==> src/rtl/approx_adder_pkg.sv <==
// Shared types and constants for the pipelined approximate adder.
package approx_adder_pkg;

  typedef enum logic {
    MODE_EXACT  = 1'b0,
    MODE_APPROX = 1'b1
  } mode_e;

  localparam int ERR_CNT_W = 32;

  function automatic int num_stages(input int width, input int seg);
    return width / seg;
  endfunction

endpackage

==> src/rtl/adder_segment.sv <==
// SEG-bit combinational ripple segment built from one-bit cells with a per-bit approximation mask.
module adder_segment #(
  parameter int SEG = 4
) (
  input  logic [SEG-1:0] a_i,
  input  logic [SEG-1:0] b_i,
  input  logic           ci_i,
  input  logic [SEG-1:0] mask_i,
  output logic [SEG-1:0] s_o,
  output logic           co_o
);

  logic [SEG:0] c;
  assign c[0] = ci_i;

  for (genvar i = 0; i < SEG; i++) begin : g_bit
    one_bit_vedic_adder u_bit (
      .a_i      (a_i[i]),
      .b_i      (b_i[i]),
      .ci_i     (c[i]),
      .approx_i (mask_i[i]),
      .s_o      (s_o[i]),
      .co_o     (c[i+1])
    );
  end

  assign co_o = c[SEG];

endmodule

==> src/rtl/one_bit_vedic_adder.sv <==
// One-bit adder cell; when approx_i is set it emits a|b and generates a&b, ignoring carry-in.
module one_bit_vedic_adder (
  input  logic a_i,
  input  logic b_i,
  input  logic ci_i,
  input  logic approx_i,
  output logic s_o,
  output logic co_o
);

  logic p;
  assign p    = a_i ^ b_i;
  assign s_o  = approx_i ? (a_i | b_i) : (p ^ ci_i);
  assign co_o = approx_i ? (a_i & b_i) : ((a_i & b_i) | (p & ci_i));

endmodule

==> src/rtl/pipelined_approx_adder.sv <==
// Pipelined segmented adder with per-transaction lower-part-OR approximation and valid/ready handshake.
// Define APPROX_ADDER_ERR_MON_EN to add a parallel exact pipe plus error count/magnitude monitors.
module pipelined_approx_adder
  import approx_adder_pkg::*;
#(
  parameter int WIDTH       = 16,
  parameter int SEG         = 4,
  parameter int APPROX_BITS = 4
) (
  input  logic             clk,
  input  logic             rst_n,
  input  logic             in_valid,
  output logic             in_ready,
  input  logic [WIDTH-1:0] in1,
  input  logic [WIDTH-1:0] in2,
  input  logic             cin,
  input  logic             approx_en,
  output logic             out_valid,
  input  logic             out_ready,
  output logic [WIDTH-1:0] sum,
`ifdef APPROX_ADDER_ERR_MON_EN
  input  logic                 err_clr,
  output logic [ERR_CNT_W-1:0] err_cnt,
  output logic [WIDTH+7:0]     err_mag,
`endif
  output logic             cout
);

  localparam int S = num_stages(WIDTH, SEG);
  localparam logic [WIDTH-1:0] ONES  = '1;
  localparam logic [WIDTH-1:0] AMASK = ONES >> (WIDTH - APPROX_BITS);

  if (WIDTH % SEG != 0) begin : g_bad_seg
    $error("WIDTH must be a multiple of SEG");
  end
  if (APPROX_BITS < 0 || APPROX_BITS > WIDTH) begin : g_bad_approx
    $error("APPROX_BITS must lie in 0..WIDTH");
  end

  // acc_q[k] holds the unconsumed operand-A segments in its low bits while finished
  // sum segments shift in from the top; after S stages it is exactly the aligned sum.
  logic [S:0]       vld_pipe_q;
  logic [S:0]       cry_q;
  mode_e            mode_q [S];
  logic [WIDTH-1:0] acc_q  [S+1];
  logic [WIDTH-1:0] opb_q  [S];
  logic [SEG-1:0]   seg_s  [S];
  logic [S-1:0]     seg_co;
  logic             adv;

  assign adv       = !vld_pipe_q[S] || out_ready;
  assign in_ready  = adv;
  assign out_valid = vld_pipe_q[S];
  assign sum       = acc_q[S];
  assign cout      = cry_q[S];

  for (genvar k = 0; k < S; k++) begin : g_stage
    logic [SEG-1:0] mask;
    assign mask = (mode_q[k] == MODE_APPROX) ? AMASK[k*SEG +: SEG] : '0;
    adder_segment #(.SEG(SEG)) u_seg (
      .a_i    (acc_q[k][SEG-1:0]),
      .b_i    (opb_q[k][SEG-1:0]),
      .ci_i   (cry_q[k]),
      .mask_i (mask),
      .s_o    (seg_s[k]),
      .co_o   (seg_co[k])
    );
  end

  always_ff @(posedge clk or negedge rst_n) begin
    if (!rst_n) begin
      vld_pipe_q <= '0;
      cry_q      <= '0;
      for (int k = 0; k < S; k++) begin
        mode_q[k] <= MODE_EXACT;
        opb_q[k]  <= '0;
      end
      for (int k = 0; k <= S; k++) acc_q[k] <= '0;
    end else if (adv) begin
      vld_pipe_q <= {vld_pipe_q[S-1:0], in_valid};
      acc_q[0]   <= in1;
      opb_q[0]   <= in2;
      cry_q[0]   <= cin;
      mode_q[0]  <= approx_en ? MODE_APPROX : MODE_EXACT;
      for (int k = 0; k < S; k++) begin
        acc_q[k+1] <= (acc_q[k] >> SEG) | (WIDTH'(seg_s[k]) << (WIDTH - SEG));
        cry_q[k+1] <= seg_co[k];
      end
      for (int k = 1; k < S; k++) begin
        opb_q[k]  <= opb_q[k-1] >> SEG;
        mode_q[k] <= mode_q[k-1];
      end
    end
  end

`ifdef APPROX_ADDER_ERR_MON_EN
  // Shadow exact pipe shares operand B with the main pipe and stays in lockstep with it.
  logic [WIDTH-1:0]     eacc_q [S+1];
  logic [S:0]           ecry_q;
  logic [SEG-1:0]       eseg_s [S];
  logic [S-1:0]         eseg_co;
  logic [WIDTH:0]       ares, eres, diff;
  logic [WIDTH+8:0]     mag_sum;
  logic [ERR_CNT_W-1:0] err_cnt_q, err_cnt_d;
  logic [WIDTH+7:0]     err_mag_q, err_mag_d;

  for (genvar k = 0; k < S; k++) begin : g_estage
    adder_segment #(.SEG(SEG)) u_eseg (
      .a_i    (eacc_q[k][SEG-1:0]),
      .b_i    (opb_q[k][SEG-1:0]),
      .ci_i   (ecry_q[k]),
      .mask_i ('0),
      .s_o    (eseg_s[k]),
      .co_o   (eseg_co[k])
    );
  end

  always_ff @(posedge clk or negedge rst_n) begin
    if (!rst_n) begin
      ecry_q <= '0;
      for (int k = 0; k <= S; k++) eacc_q[k] <= '0;
    end else if (adv) begin
      eacc_q[0] <= in1;
      ecry_q[0] <= cin;
      for (int k = 0; k < S; k++) begin
        eacc_q[k+1] <= (eacc_q[k] >> SEG) | (WIDTH'(eseg_s[k]) << (WIDTH - SEG));
        ecry_q[k+1] <= eseg_co[k];
      end
    end
  end

  assign ares    = {cry_q[S], acc_q[S]};
  assign eres    = {ecry_q[S], eacc_q[S]};
  assign diff    = (eres >= ares) ? (eres - ares) : (ares - eres);
  assign mag_sum = {1'b0, err_mag_q} + (WIDTH+9)'(diff);

  always_comb begin
    err_cnt_d = err_cnt_q;
    err_mag_d = err_mag_q;
    if (err_clr) begin
      err_cnt_d = '0;
      err_mag_d = '0;
    end else if (out_valid && out_ready) begin
      if (ares != eres && !(&err_cnt_q)) err_cnt_d = err_cnt_q + ERR_CNT_W'(1);
      err_mag_d = mag_sum[WIDTH+8] ? '1 : mag_sum[WIDTH+7:0];
    end
  end

  always_ff @(posedge clk or negedge rst_n) begin
    if (!rst_n) begin
      err_cnt_q <= '0;
      err_mag_q <= '0;
    end else begin
      err_cnt_q <= err_cnt_d;
      err_mag_q <= err_mag_d;
    end
  end

  assign err_cnt = err_cnt_q;
  assign err_mag = err_mag_q;
`endif

endmodule

==> config.mk <==
export PLATFORM = sky130hd
export DESIGN_NAME = pipelined_approx_adder
export DESIGN_NICKNAME = d
export VERILOG_FILES = /design/src/rtl/approx_adder_pkg.sv /design/src/rtl/adder_segment.sv /design/src/rtl/one_bit_vedic_adder.sv /design/src/rtl/pipelined_approx_adder.sv
export SDC_FILE = /design/constraint.sdc
export NUM_CORES = 1
export LEC_CHECK = 0
export BUFFER_PORTS_ARGS = -buffer_cell sky130_fd_sc_hd__buf_2
export CAP_MARGIN = 20
export CORE_ASPECT_RATIO = 0.75
export CORE_MARGIN = 3
export CORE_UTILIZATION = 40
export CTS_CLUSTER_SIZE = 25
export DETAILED_ROUTE_END_ITERATION = 7
export GPL_TIMING_DRIVEN = 0
export PLACE_DENSITY = 0.63
export SYNTH_ARGS = -nofsm -noshare
export SYNTH_HDL_FRONTEND = slang
export SYNTH_HIERARCHICAL = 1
export SYNTH_SLANG_ARGS = --single-unit
==> constraint.sdc <==
create_clock -name clk -period 4.19 [get_ports clk]
set_input_delay 0.838 -clock clk [delete_from_list [all_inputs] [get_ports clk]]
set_output_delay 0.838 -clock clk [all_outputs]
set_load 0.03 [all_outputs]
==> impl_table.tex, run 1 <==
\begin{tabular}{lr}
\hline
Metric & Value \\
\hline
\multicolumn{2}{l}{\textbf{Timing}} \\
Actual transition at the worst max-transition pin & 0.558 ns \\
Max Clk Rate & 0.287 GHz \\
Number of failing setup endpoints in the final timing report & 0 \\
Time the final worst path needs with I/O delays and setup & 3.48 ns \\
Hold WS & 0.393 ns \\
Unrepaired setup endpoints after global routing & no \\
Total Neg Setup Slack & 0 ns \\
Final clock skew & 0.0132 ns \\
Number of hold-slack violations in the final timing report & 0 \\
Crit share post-route & 83.1\% \\
Relative slew slack & 62.8\% \\
Max-slew violations & 0 \\
\multicolumn{2}{l}{\textbf{Critical path}} \\
Worst path required time & 4.48 ns \\
Type of element capturing the critical path & flip-flop \\
Data arrival time of the critical path & 3.77 ns \\
Flop2flop setup slack & 0.71 ns \\
Startpoint types & flip-flop \\
Cells on worst reg2reg path & 9 \\
Critical path fanouts, max & 4 \\
Start-to-end type of the worst setup path & reg2reg \\
Crit Reg-Reg Startpoint & acc\_q[16] \\
End of the worst register-to-register path & cry\_q[4] \\
\multicolumn{2}{l}{\textbf{Cells and area}} \\
Finished Layout Cells & 752 \\
Filler cell count in the final layout & 1,350 \\
NumNets Final & 620 \\
Antenna Diode Count & 0 \\
Ratio of cells with drive above 1 in the final layout & 48.6\% \\
Post-synthesis to final-layout area growth & 20.8\% \\
\multicolumn{2}{l}{\textbf{Clock network}} \\
Later-pin clock latency in the skew report & 0.41 ns \\
Post-CTS Setup Repair Bufs & 0 \\
Clock tree from TritonCTS & done \\
Clock Root Buffer & sky130\_fd\_sc\_hd\_\_clkbuf\_16 \\
Maximum clock insertion buffer count & 2 \\
PostCTS Resize Cnt & 0 \\
Count of hold-fix buffers inserted at cts & 0 \\
CTS clk-pin slew, worst paths & 0.06 ns \\
Clock Sinks & 131 \\
Number of clock buffers inserted by TritonCTS & 17 \\
H-tree levels & 4 \\
\multicolumn{2}{l}{\textbf{Drt}} \\
Via/cell ratio & 4.43 \\
Detailed-routing iteration count for the pre-antenna-repair pass & 4 \\
Overall via count from detail\_route & 3,329 \\
Detail-routed net length per standard cell & 15.1 um \\
Wire length reported by the detailed router & 11,400 um \\
Starting DRT DRC Count & 109 \\
Drc violations & 0 \\
Antenna viol nets, final & 0 \\
\multicolumn{2}{l}{\textbf{Synth}} \\
Yosys warnings & 6 \\
Post-Synthesis Cell Area & 6540 um\^{}2 \\
Synth Area in Simple Gates & 1.22\% \\
Top post-synthesis cells by area & sky130\_fd\_sc\_hd\_\_dfrtp\_1 50\%, sky130\_fd\_sc\_hd\_\_mux2\_4 22\%, sky130\_fd\_sc\_hd\_\_mux2\_2 9.0\% \\
FF+latch count, synth & 131 \\
Synthesized instance count & 423 \\
Multiplexer share of the synthesized area & 30.5\% \\
Area share of fa/ha/maj cells after synthesis & 11.0\% \\
Area fraction of the dominant cell type after synthesis & 50.1\% \\
Dominant cell type by area after synthesis & sky130\_fd\_sc\_hd\_\_dfrtp\_1 \\
Post-Syn Area per Cell & 15.5 um\^{}2 \\
Distinct cells, synth & 14 \\
Complex-gate fraction of the synthesized area & 1.22\% \\
Combinational family with the most area after synthesis & multiplexers \\
Share of the synthesized netlist area taken by xor and xnor gates & 0\% \\
Post-synthesis sequential area ratio & 50.1\% \\
\multicolumn{2}{l}{\textbf{Placed design}} \\
Port-buffer cells & 56 \\
Placed wire-length estimate after detailed placement & 7850 um \\
Count of placed standard cells including taps & 720 \\
Gp weighted congestion & 0.707 \\
\multicolumn{2}{l}{\textbf{Floorplan}} \\
Standard cell core area & 15,600 um\^{}2 \\
DIE AREA & 17,900 um\^{}2 \\
Starting Density & 41.9\% \\
Die height & 117 um \\
Top-level I/O count & 57 \\
FP Rows & 39 \\
Die Width & 154 um \\
\multicolumn{2}{l}{\textbf{Global route}} \\
Number of antenna violations at the first check in global routing & 0 \\
Residual overflow from global routing & 0 \\
Global-route wire length before repair & 19,500 um \\
Number of global-route vias before repair & 3,716 \\
Global router's overall resource usage & 14.0\% \\
Largest net degree at the start of global routing & 73 \\
\multicolumn{2}{l}{\textbf{Flow run}} \\
Max-cap violation count & 0 \\
\multicolumn{2}{l}{\textbf{Power}} \\
Leakage power & 3.94 nW \\
Power per Cell Area & 781 nW/um\^{}2 \\
IR Drop Worst-Case VDD & 0.298 mV \\
Total power draw & 6.17 mW \\
\multicolumn{2}{l}{\textbf{Status}} \\
Run status & completed \\
\multicolumn{2}{l}{\textbf{Min path}} \\
Kind of path behind the tightest hold check & in2async \\
\hline
\end{tabular}
[through the flow]
step                setup slack (ns)  utilization [%]  instance area, um^2
floorplan                      0.887                -                 6670
global placement               0.528             46.1                 7210
detailed placement             0.698             46.4                 7240
CTS                            0.678             50.6                 7900
global route                   0.600             50.6                 7900
finish                         0.710             50.6                 7900
[state kept, by name, summed over array words and instances (netlist names)]
name and cells:
vld_pipe_q 5, acc_q 64, opb_q 40, sum 16, cry_q 5, mode_q 1
[layer usage]
metal / routed length [um] / up-vias / share of wire, % / GRT usage [%]
met1: 5940 / 1668 / 52 / 19.9
met3: 410 / 10 / 3.6 / 3.74
met2: 4940 / 56 / 43 / 21.2
met4: 92 / 0 / 0.81 / 4.06
li1: - / 1595 / - / -
met5: 0 / - / 0 / 0
[worst max path at each step]
stage	start	endpoint	slack, ns	cells after the start
after floorplan	acc_q[48]	cry_q[2]	0.89	9
after global placement	rst_n	acc_q[67]	0.53	1
after detailed placement	acc_q[16]	cry_q[4]	0.70	9
after CTS	acc_q[16]	cry_q[4]	0.68	9
after global routing	acc_q[16]	cry_q[4]	0.60	9
final	acc_q[16]	cry_q[4]	0.71	9
[kinds of logic after synthesis]
kind of cell    count (synthesis)
compound gates                 16
other cells                     1
buf+inv                        63
flops                         131
fa+ha+maj                      48
mux                           146
simple gates                   18
[report_power, final]
| part | switching (mW) | internal, mW | total, mW |
|---|---|---|---|
| logic | 0.905 | 1.37 | 2.27 |
| clock network | 0.555 | 1.09 | 1.65 |
| registers | 0.443 | 1.80 | 2.25 |
[cells in the mapped netlist]
cell type,instances
sky130_fd_sc_hd__a21oi_1,16
sky130_fd_sc_hd__buf_2,5
sky130_fd_sc_hd__buf_4,16
sky130_fd_sc_hd__buf_6,10
sky130_fd_sc_hd__conb_1,1
sky130_fd_sc_hd__dfrtp_1,131
sky130_fd_sc_hd__fa_1,16
sky130_fd_sc_hd__ha_1,32
sky130_fd_sc_hd__inv_1,32
sky130_fd_sc_hd__mux2_2,52
sky130_fd_sc_hd__mux2_4,94
sky130_fd_sc_hd__nand2b_1,1
sky130_fd_sc_hd__nand2b_4,1
sky130_fd_sc_hd__nor2_1,16
[critical path, cell delays in order, from the launching register on]
cell                      delay (ns)
sky130_fd_sc_hd__dfrtp_1        0.43
sky130_fd_sc_hd__fa_1           0.46
sky130_fd_sc_hd__mux2_4         0.29
sky130_fd_sc_hd__fa_1           0.38
sky130_fd_sc_hd__mux2_4         0.28
sky130_fd_sc_hd__fa_1           0.36
sky130_fd_sc_hd__mux2_4         0.28
sky130_fd_sc_hd__fa_1           0.36
sky130_fd_sc_hd__mux2_4         0.27
sky130_fd_sc_hd__mux2_2         0.26
[area by class of cell]
class                           count  area [um^2]  share of cell area, %
Multi-Input combinational cell    264         3010                   38.1
Inverter                           32          120                   1.52
Clock inverter                     12          204                   2.58
Tap cell                          205          256                   3.25
Buffer                             31          258                   3.26
Timing Repair Buffer               57          314                   3.98
Sequential cell                   131         3280                   41.5
Clock buffer                       20          457                   5.78
[cells in the final DEF, fill, tap and decap left out, types with 11 or more instances in the layout]
master                      instances
sky130_fd_sc_hd__mux2_4            94
sky130_fd_sc_hd__buf_2             60
sky130_fd_sc_hd__buf_6             11
sky130_fd_sc_hd__clkbuf_16         17
sky130_fd_sc_hd__ha_1              32
sky130_fd_sc_hd__conb_1            36
sky130_fd_sc_hd__a21oi_1           16
sky130_fd_sc_hd__fa_1              16
sky130_fd_sc_hd__inv_1             32
sky130_fd_sc_hd__buf_4             16
sky130_fd_sc_hd__nor2_1            16
sky130_fd_sc_hd__mux2_2            52
sky130_fd_sc_hd__dfrtp_1          131
No activity file was read; power rests on OpenSTA's default activity.
==> run 2, diff against run 1 <==
clock period = 3.4 ns   (was 4.19 ns; I/O delays follow)
==> run 2 against run 1 <==
Sequential share of layout area is 0.46 points lower. Clock power is 23% higher. Routed wire length is 1.8% higher. Critical path depth stayed put. Core utilization is 0.64 points higher. Combinational power is 30% higher. Register-to-register slack worse by 0.63 ns. First-iteration DRC count is 9.2% lower. Sequential power is 23% higher. Critical path type unchanged. Largest power group unchanged. Highest routed layer unchanged.
==> impl_table.tex, run 2 (synthesis gave the netlist of run 1 again) <==
\begin{tabular}{lr}
\hline
Metric & Value \\
\hline
\multicolumn{2}{l}{\textbf{Clock network}} \\
Clock tree from TritonCTS & done \\
Maximum clock insertion buffer count & 2 \\
Clock Sinks & 131 \\
Later-pin clock latency in the skew report & 0.41 ns \\
H-tree levels & 4 \\
Number of clock buffers inserted by TritonCTS & 17 \\
Clock Root Buffer & sky130\_fd\_sc\_hd\_\_clkbuf\_16 \\
Count of hold-fix buffers inserted at cts & 0 \\
CTS clk-pin slew, worst paths & 0.06 ns \\
\multicolumn{2}{l}{\textbf{Global route}} \\
Number of antenna violations at the first check in global routing & 0 \\
Largest net degree at the start of global routing & 73 \\
Global-route wire length before repair & 19,800 um \\
Residual overflow from global routing & 0 \\
Number of global-route vias before repair & 3,747 \\
Global router's overall resource usage & 14.2\% \\
\multicolumn{2}{l}{\textbf{Critical path}} \\
Type of element capturing the critical path & flip-flop \\
Critical path, cell by cell & fa\_2 > mux2\_4 > fa\_2 > mux2\_4 > fa\_2 > mux2\_4 > fa\_1 > mux2\_4 > mux2\_2 \\
Number of buffer and inverter instances along the worst setup path & 0 \\
Cells on worst reg2reg path & 9 \\
Worst path required time & 3.69 ns \\
Data arrival time of the critical path & 3.61 ns \\
Critical path fanouts, max & 2 \\
Crit Reg-Reg Startpoint & opb\_q[0] \\
Startpoint types & flip-flop \\
End of the worst register-to-register path & cry\_q[4] \\
Cell family with the largest share of critical-path delay & adder cells \\
Biggest cell delay along the critical path & 0.43 ns \\
Setup crit start & opb\_q[0] \\
Most repeated library cell on the critical path & sky130\_fd\_sc\_hd\_\_mux2\_4 \\
Start-to-end type of the worst setup path & reg2reg \\
Flop2flop setup slack & 0.08 ns \\
Slowest-stage cell, CP & sky130\_fd\_sc\_hd\_\_dfrtp\_2 \\
\multicolumn{2}{l}{\textbf{Cells and area}} \\
Commonest non-fill, non-tap cells in the layout & 127 x sky130\_fd\_sc\_hd\_\_dfrtp\_1, 94 x sky130\_fd\_sc\_hd\_\_mux2\_4, 60 x sky130\_fd\_sc\_hd\_\_buf\_2 \\
Register with the most flip-flops & acc\_q \\
Post-synthesis to final-layout area growth & 22.4\% \\
Most common cell after layout, fill and taps aside & sky130\_fd\_sc\_hd\_\_dfrtp\_1 \\
Flip-flop count of the largest register after layout & 64 \\
Antenna Diode Count & 0 \\
Ratio of cells with drive above 1 in the final layout & 52.2\% \\
NumNets Final & 629 \\
\multicolumn{2}{l}{\textbf{Floorplan}} \\
FP Rows & 39 \\
Die Width & 154 um \\
Die height & 117 um \\
Starting Density & 41.9\% \\
Top-level I/O count & 57 \\
DIE AREA & 17,900 um\^{}2 \\
Standard cell core area & 15,600 um\^{}2 \\
\multicolumn{2}{l}{\textbf{Status}} \\
Run status & completed \\
\multicolumn{2}{l}{\textbf{Power}} \\
Power per Cell Area & 965 nW/um\^{}2 \\
Total power draw & 7.72 mW \\
IR Drop Worst-Case VDD & 0.370 mV \\
Leakage power & 3.97 nW \\
\multicolumn{2}{l}{\textbf{Flow run}} \\
Max-cap violation count & 0 \\
\multicolumn{2}{l}{\textbf{Timing}} \\
Max Clk Rate & 0.301 GHz \\
Number of hold-slack violations in the final timing report & 0 \\
Time the final worst path needs with I/O delays and setup & 3.32 ns \\
Total Neg Setup Slack & 0 ns \\
Actual transition at the worst max-transition pin & 0.558 ns \\
Final clock skew & 0.0134 ns \\
Relative slew slack & 62.8\% \\
Number of failing setup endpoints in the final timing report & 0 \\
Crit share post-route & 97.7\% \\
Max-slew violations & 0 \\
\multicolumn{2}{l}{\textbf{Placed design}} \\
Placed wire-length estimate after detailed placement & 7850 um \\
Gp weighted congestion & 0.707 \\
Port-buffer cells & 56 \\
\multicolumn{2}{l}{\textbf{Drt}} \\
Drc violations & 0 \\
Via/cell ratio & 4.43 \\
Overall via count from detail\_route & 3,370 \\
Wire length reported by the detailed router & 11,600 um \\
Detail-routed net length per standard cell & 15.2 um \\
Antenna viol nets, final & 0 \\
Detailed-routing iteration count for the pre-antenna-repair pass & 4 \\
Starting DRT DRC Count & 99 \\
\multicolumn{2}{l}{\textbf{Min path}} \\
Kind of path behind the tightest hold check & in2async \\
\hline
\end{tabular}
[run 2: cell types whose count changed in the layout (fill, tap and decap cells not counted), sizes merged]
cell  change
buf       +9
[run 2: final cells by class]
type / count / area (um^2)
plain buffers: 31 / 258
inverters: 32 / 120
repair buffers: 66 / 382
flip-flops and latches: 131 / 3280
fillers: 1346 / 7610
clock buffers: 20 / 457
clock inverters: 12 / 204
well taps: 205 / 256
multi-input cells: 264 / 3040
[run 2: metrics by stage]
stage,setup slack [ns],instances,area [um^2],hold slack [ns],utilization (%)
after floorplan,0.0972,458,6670,0.384,-
after global placement,-0.104,719,7210,0.447,46.1
after detailed placement,-0.0916,720,7240,0.469,46.4
after CTS,0.0157,760,7980,0.260,51.1
after global routing,-0.00212,761,8000,0.270,51.2
final,0.0781,761,8000,0.232,51.2
[run 2: worst register-to-register path, delay by kind of cell (launching register included)]
kind / cells / cell delay, ns
mux: 5 / 1.37
fa+ha+maj: 4 / 1.42
flops: 1 / 0.43
[run 2: timing repair]
action | 4_1_cts | 5_1_grt
hold endpoints to repair | 0 | 0
buffers inserted | 8 | 1
pin swaps | 0 | 1
setup endpoints to repair | 8 | 8
resized for setup | 10 | 5
[run 2: power breakdown]
group | internal [mW] | switching, mW
clock | 1.34 | 0.682
combinational | 1.77 | 1.17
sequential | 2.23 | 0.529
[run 2: metal layers]
layer | vias to the layer above | track usage (%) | share of wire (%)
li1 | 1610 | - | -
met1 | 1690 | 20.5 | 51
met2 | 66 | 21.3 | 44
met3 | 4 | 3.74 | 5.1
met4 | 0 | 4.06 | 0.17
met5 | - | 0 | 0
[run 2: how the worst max path moves through the flow]
stage	end	slack [ns]	cells after the start
global placement	acc_q[67]	-0.10	1
detailed placement	cry_q[4]	-0.09	9
floorplan	cry_q[2]	0.1	9
CTS	cry_q[1]	0.02	9
global route	acc_q[31]	-0.002	10
finish	cry_q[4]	0.08	9
==> run 3, diff against run 2 <==
ABC_AREA = 1   (was not set)
RECOVER_POWER = 100   (was not set)
==> run 3 against run 2 <==
The flow now finishes with violations (max-capacitance violations, max-slew violations). Register-to-register slack gained 0.42 ns. Cell count grew 48%. Area after synthesis grew 2.1%. Global-route usage grew 2.8 points. Sequential power is essentially flat. Via count grew 49%. Design area shrank 1.8%. Worst setup slack gained 0.42 ns. Non-clock buffer count grew 19. Combinational power shrank 16%. Worst hold slack gained 0.22 ns.
==> impl_table.tex, run 3 <==
\begin{tabular}{lr}
\hline
Metric & Value \\
\hline
\multicolumn{2}{l}{\textbf{Status}} \\
Run status & finished, violations left \\
Violated checks & max-capacitance violations, max-slew violations \\
\multicolumn{2}{l}{\textbf{Floorplan}} \\
Standard cell core area & 16,200 um\^{}2 \\
Top-level I/O count & 57 \\
FP Rows & 40 \\
Die height & 118 um \\
Starting Density & 41.3\% \\
DIE AREA & 18,300 um\^{}2 \\
Die Width & 155 um \\
\multicolumn{2}{l}{\textbf{Drt}} \\
Wire length reported by the detailed router & 14,900 um \\
Starting DRT DRC Count & 320 \\
Drc violations & 0 \\
Overall via count from detail\_route & 5,033 \\
Via/cell ratio & 4.47 \\
Detailed-routing iteration count for the pre-antenna-repair pass & 6 \\
Antenna viol nets, final & 0 \\
Detail-routed net length per standard cell & 13.2 um \\
\multicolumn{2}{l}{\textbf{Synth}} \\
Most frequent cell after synthesis & sky130\_fd\_sc\_hd\_\_nand2\_1 \\
Fraction of registers with async set or reset after synthesis & 100\% \\
Dominant cell type by area after synthesis & sky130\_fd\_sc\_hd\_\_dfrtp\_1 \\
Post-Synthesis Cell Area & 6680 um\^{}2 \\
Post-Syn Area per Cell & 8.42 um\^{}2 \\
Post-synthesis sequential area ratio & 49.1\% \\
Yosys warnings & 6 \\
Leading cell types by count after synthesis & 357 x sky130\_fd\_sc\_hd\_\_nand2\_1, 131 x sky130\_fd\_sc\_hd\_\_dfrtp\_1, 130 x sky130\_fd\_sc\_hd\_\_nand3\_1, 65 x sky130\_fd\_sc\_hd\_\_inv\_1, 32 x sky130\_fd\_sc\_hd\_\_ha\_1 \\
Area fraction of the dominant cell type after synthesis & 49.1\% \\
Distinct cells, synth & 13 \\
FF+latch count, synth & 131 \\
Synthesized instance count & 793 \\
Number of synthesized flops with an enable pin & 0 \\
Primary flip-flop cell chosen by synthesis mapping & sky130\_fd\_sc\_hd\_\_dfrtp\_1 \\
Top post-synthesis cells by area & sky130\_fd\_sc\_hd\_\_dfrtp\_1 49\%, sky130\_fd\_sc\_hd\_\_nand2\_1 20\%, sky130\_fd\_sc\_hd\_\_nand3\_1 9.7\% \\
\multicolumn{2}{l}{\textbf{Global route}} \\
Residual overflow from global routing & 0 \\
Global router's overall resource usage & 17.0\% \\
Global-route wire length before repair & 24,600 um \\
Largest net degree at the start of global routing & 99 \\
Number of antenna violations at the first check in global routing & 0 \\
Number of global-route vias before repair & 4,739 \\
\multicolumn{2}{l}{\textbf{Clock network}} \\
H-tree levels & 4 \\
Post-CTS Setup Repair Bufs & 0 \\
Count of hold-fix buffers inserted at cts & 0 \\
PostCTS Resize Cnt & 0 \\
Clock Root Buffer & sky130\_fd\_sc\_hd\_\_clkbuf\_16 \\
Later-pin clock latency in the skew report & 0.42 ns \\
Clock tree from TritonCTS & done \\
CTS clk-pin slew, worst paths & 0.06 ns \\
Number of clock buffers inserted by TritonCTS & 17 \\
Maximum clock insertion buffer count & 2 \\
Clock Sinks & 131 \\
\multicolumn{2}{l}{\textbf{Placed design}} \\
Count of placed standard cells including taps & 1,095 \\
Gp weighted congestion & 0.755 \\
Worst slack after detailed placement & 0.535 ns \\
Placed wire-length estimate after detailed placement & 10,200 um \\
Port-buffer cells & 56 \\
\multicolumn{2}{l}{\textbf{Timing}} \\
Worst-case setup margin in the final layout & 0.499 ns \\
Time the final worst path needs with I/O delays and setup & 2.90 ns \\
Relative slew slack & -33.8\% \\
Max-slew violations & 34 \\
Final clock skew & 0.0136 ns \\
Crit share post-route & 85.3\% \\
Number of hold-slack violations in the final timing report & 0 \\
Number of failing setup endpoints in the final timing report & 0 \\
Unrepaired setup endpoints after global routing & no \\
Hold WS & 0.450 ns \\
Max Clk Rate & 0.345 GHz \\
Total Neg Setup Slack & 0 ns \\
Actual transition at the worst max-transition pin & 2.01 ns \\
\multicolumn{2}{l}{\textbf{Critical path}} \\
Flop2flop setup slack & 0.50 ns \\
Crit Reg-Reg Startpoint & acc\_q[48] \\
Startpoint types & flip-flop \\
Cells on worst reg2reg path & 14 \\
Critical path fanouts, max & 4 \\
Start-to-end type of the worst setup path & reg2reg \\
Worst path required time & 3.71 ns \\
End of the worst register-to-register path & acc\_q[47] \\
Data arrival time of the critical path & 3.21 ns \\
Setup crit start & acc\_q[48] \\
Type of element capturing the critical path & flip-flop \\
CP endpoint & acc\_q[47] \\
\multicolumn{2}{l}{\textbf{Cells and area}} \\
Antenna Diode Count & 0 \\
Finished Layout Cells & 1,127 \\
Commonest non-fill, non-tap cells in the layout & 358 x sky130\_fd\_sc\_hd\_\_nand2\_1, 131 x sky130\_fd\_sc\_hd\_\_dfrtp\_1, 130 x sky130\_fd\_sc\_hd\_\_nand3\_1 \\
Flip-flop count of the largest register after layout & 64 \\
Post-synthesis to final-layout area growth & 17.7\% \\
Register with the most flip-flops & acc\_q \\
Most common cell after layout, fill and taps aside & sky130\_fd\_sc\_hd\_\_nand2\_1 \\
Ratio of cells with drive above 1 in the final layout & 12.0\% \\
NumNets Final & 990 \\
\multicolumn{2}{l}{\textbf{Power}} \\
IR Drop Worst-Case VDD & 0.393 mV \\
Leakage power & 4.39 nW \\
Total power draw & 7.09 mW \\
Power per Cell Area & 902 nW/um\^{}2 \\
\multicolumn{2}{l}{\textbf{Min path}} \\
Kind of path behind the tightest hold check & in2reg \\
\multicolumn{2}{l}{\textbf{Flow run}} \\
Max-cap violation count & 1 \\
\hline
\end{tabular}
-- run 3: metrics by stage --
step	util (%)	instance area, um^2
final	48.6	7860
after global routing	48.6	7860
after CTS	49.3	7970
after detailed placement	45.7	7380
after global placement	45.5	7350
after floorplan	-	6810
-- run 3: worst min path at each step --
stage / start / depth (start not counted) / to
floorplan: rst_n / 0 / acc_q[16]
global placement: opb_q[58] / 2 / opb_q[38]
detailed placement: acc_q[68] / 2 / acc_q[48]
CTS: rst_n / 1 / sum[2]
global route: in2[15] / 3 / opb_q[63]
finish: approx_en / 3 / mode_q[3]
-- run 3: power by group --
group	total, mW	switching (mW)	internal (mW)
clock network	1.82	0.699	1.12
registers	2.79	0.571	2.22
logic	2.48	1.57	0.906
total	7.09	2.84	4.25
-- run 3: area by class of cell --
| cell class | instances | area (um^2) |
|---|---|---|
| fill | 1588 | 8310 |
| sequential | 131 | 3280 |
| multi-input combinational | 572 | 2850 |
| clock buffer | 21 | 460 |
| buffer | 59 | 345 |
| timing repair buffer | 57 | 283 |
| tap | 210 | 263 |
| inverter | 66 | 248 |
| clock inverter | 11 | 128 |
-- run 3: logic make-up (layout without fill, tap and decap cells) --
group | count (synthesis) | count (layout) | synth area share [%]
buf+inv | 125 | 214 | 10.0
other cells | 1 | 36 | 0.0562
flops | 131 | 131 | 49.1
fa+ha+maj | 48 | 48 | 10.8
simple gates | 488 | 488 | 30.0
-- run 3: critical path, stage by stage (launching register included) --
cell	delay, ns
sky130_fd_sc_hd__dfrtp_1	0.43
sky130_fd_sc_hd__fa_1	0.44
sky130_fd_sc_hd__nand2_1	0.07
sky130_fd_sc_hd__nand2_1	0.07
sky130_fd_sc_hd__fa_1	0.41
sky130_fd_sc_hd__nand2_1	0.09
sky130_fd_sc_hd__nand2_1	0.07
sky130_fd_sc_hd__fa_1	0.35
sky130_fd_sc_hd__nand2_1	0.07
sky130_fd_sc_hd__nand2_1	0.06
sky130_fd_sc_hd__fa_1	0.42
sky130_fd_sc_hd__nand2_1	0.07
sky130_fd_sc_hd__nand2_1	0.11
sky130_fd_sc_hd__nand2_1	0.09
sky130_fd_sc_hd__nand2_1	0.05
-- run 3: per-layer routing --
metal	track usage (%)	wire length (um)	vias to the layer above
met2	23.5	6230	125
met4	3.92	98	0
met1	26.7	7870	2285
met3	4.08	703	11
met5	0	0	-
li1	-	-	2612
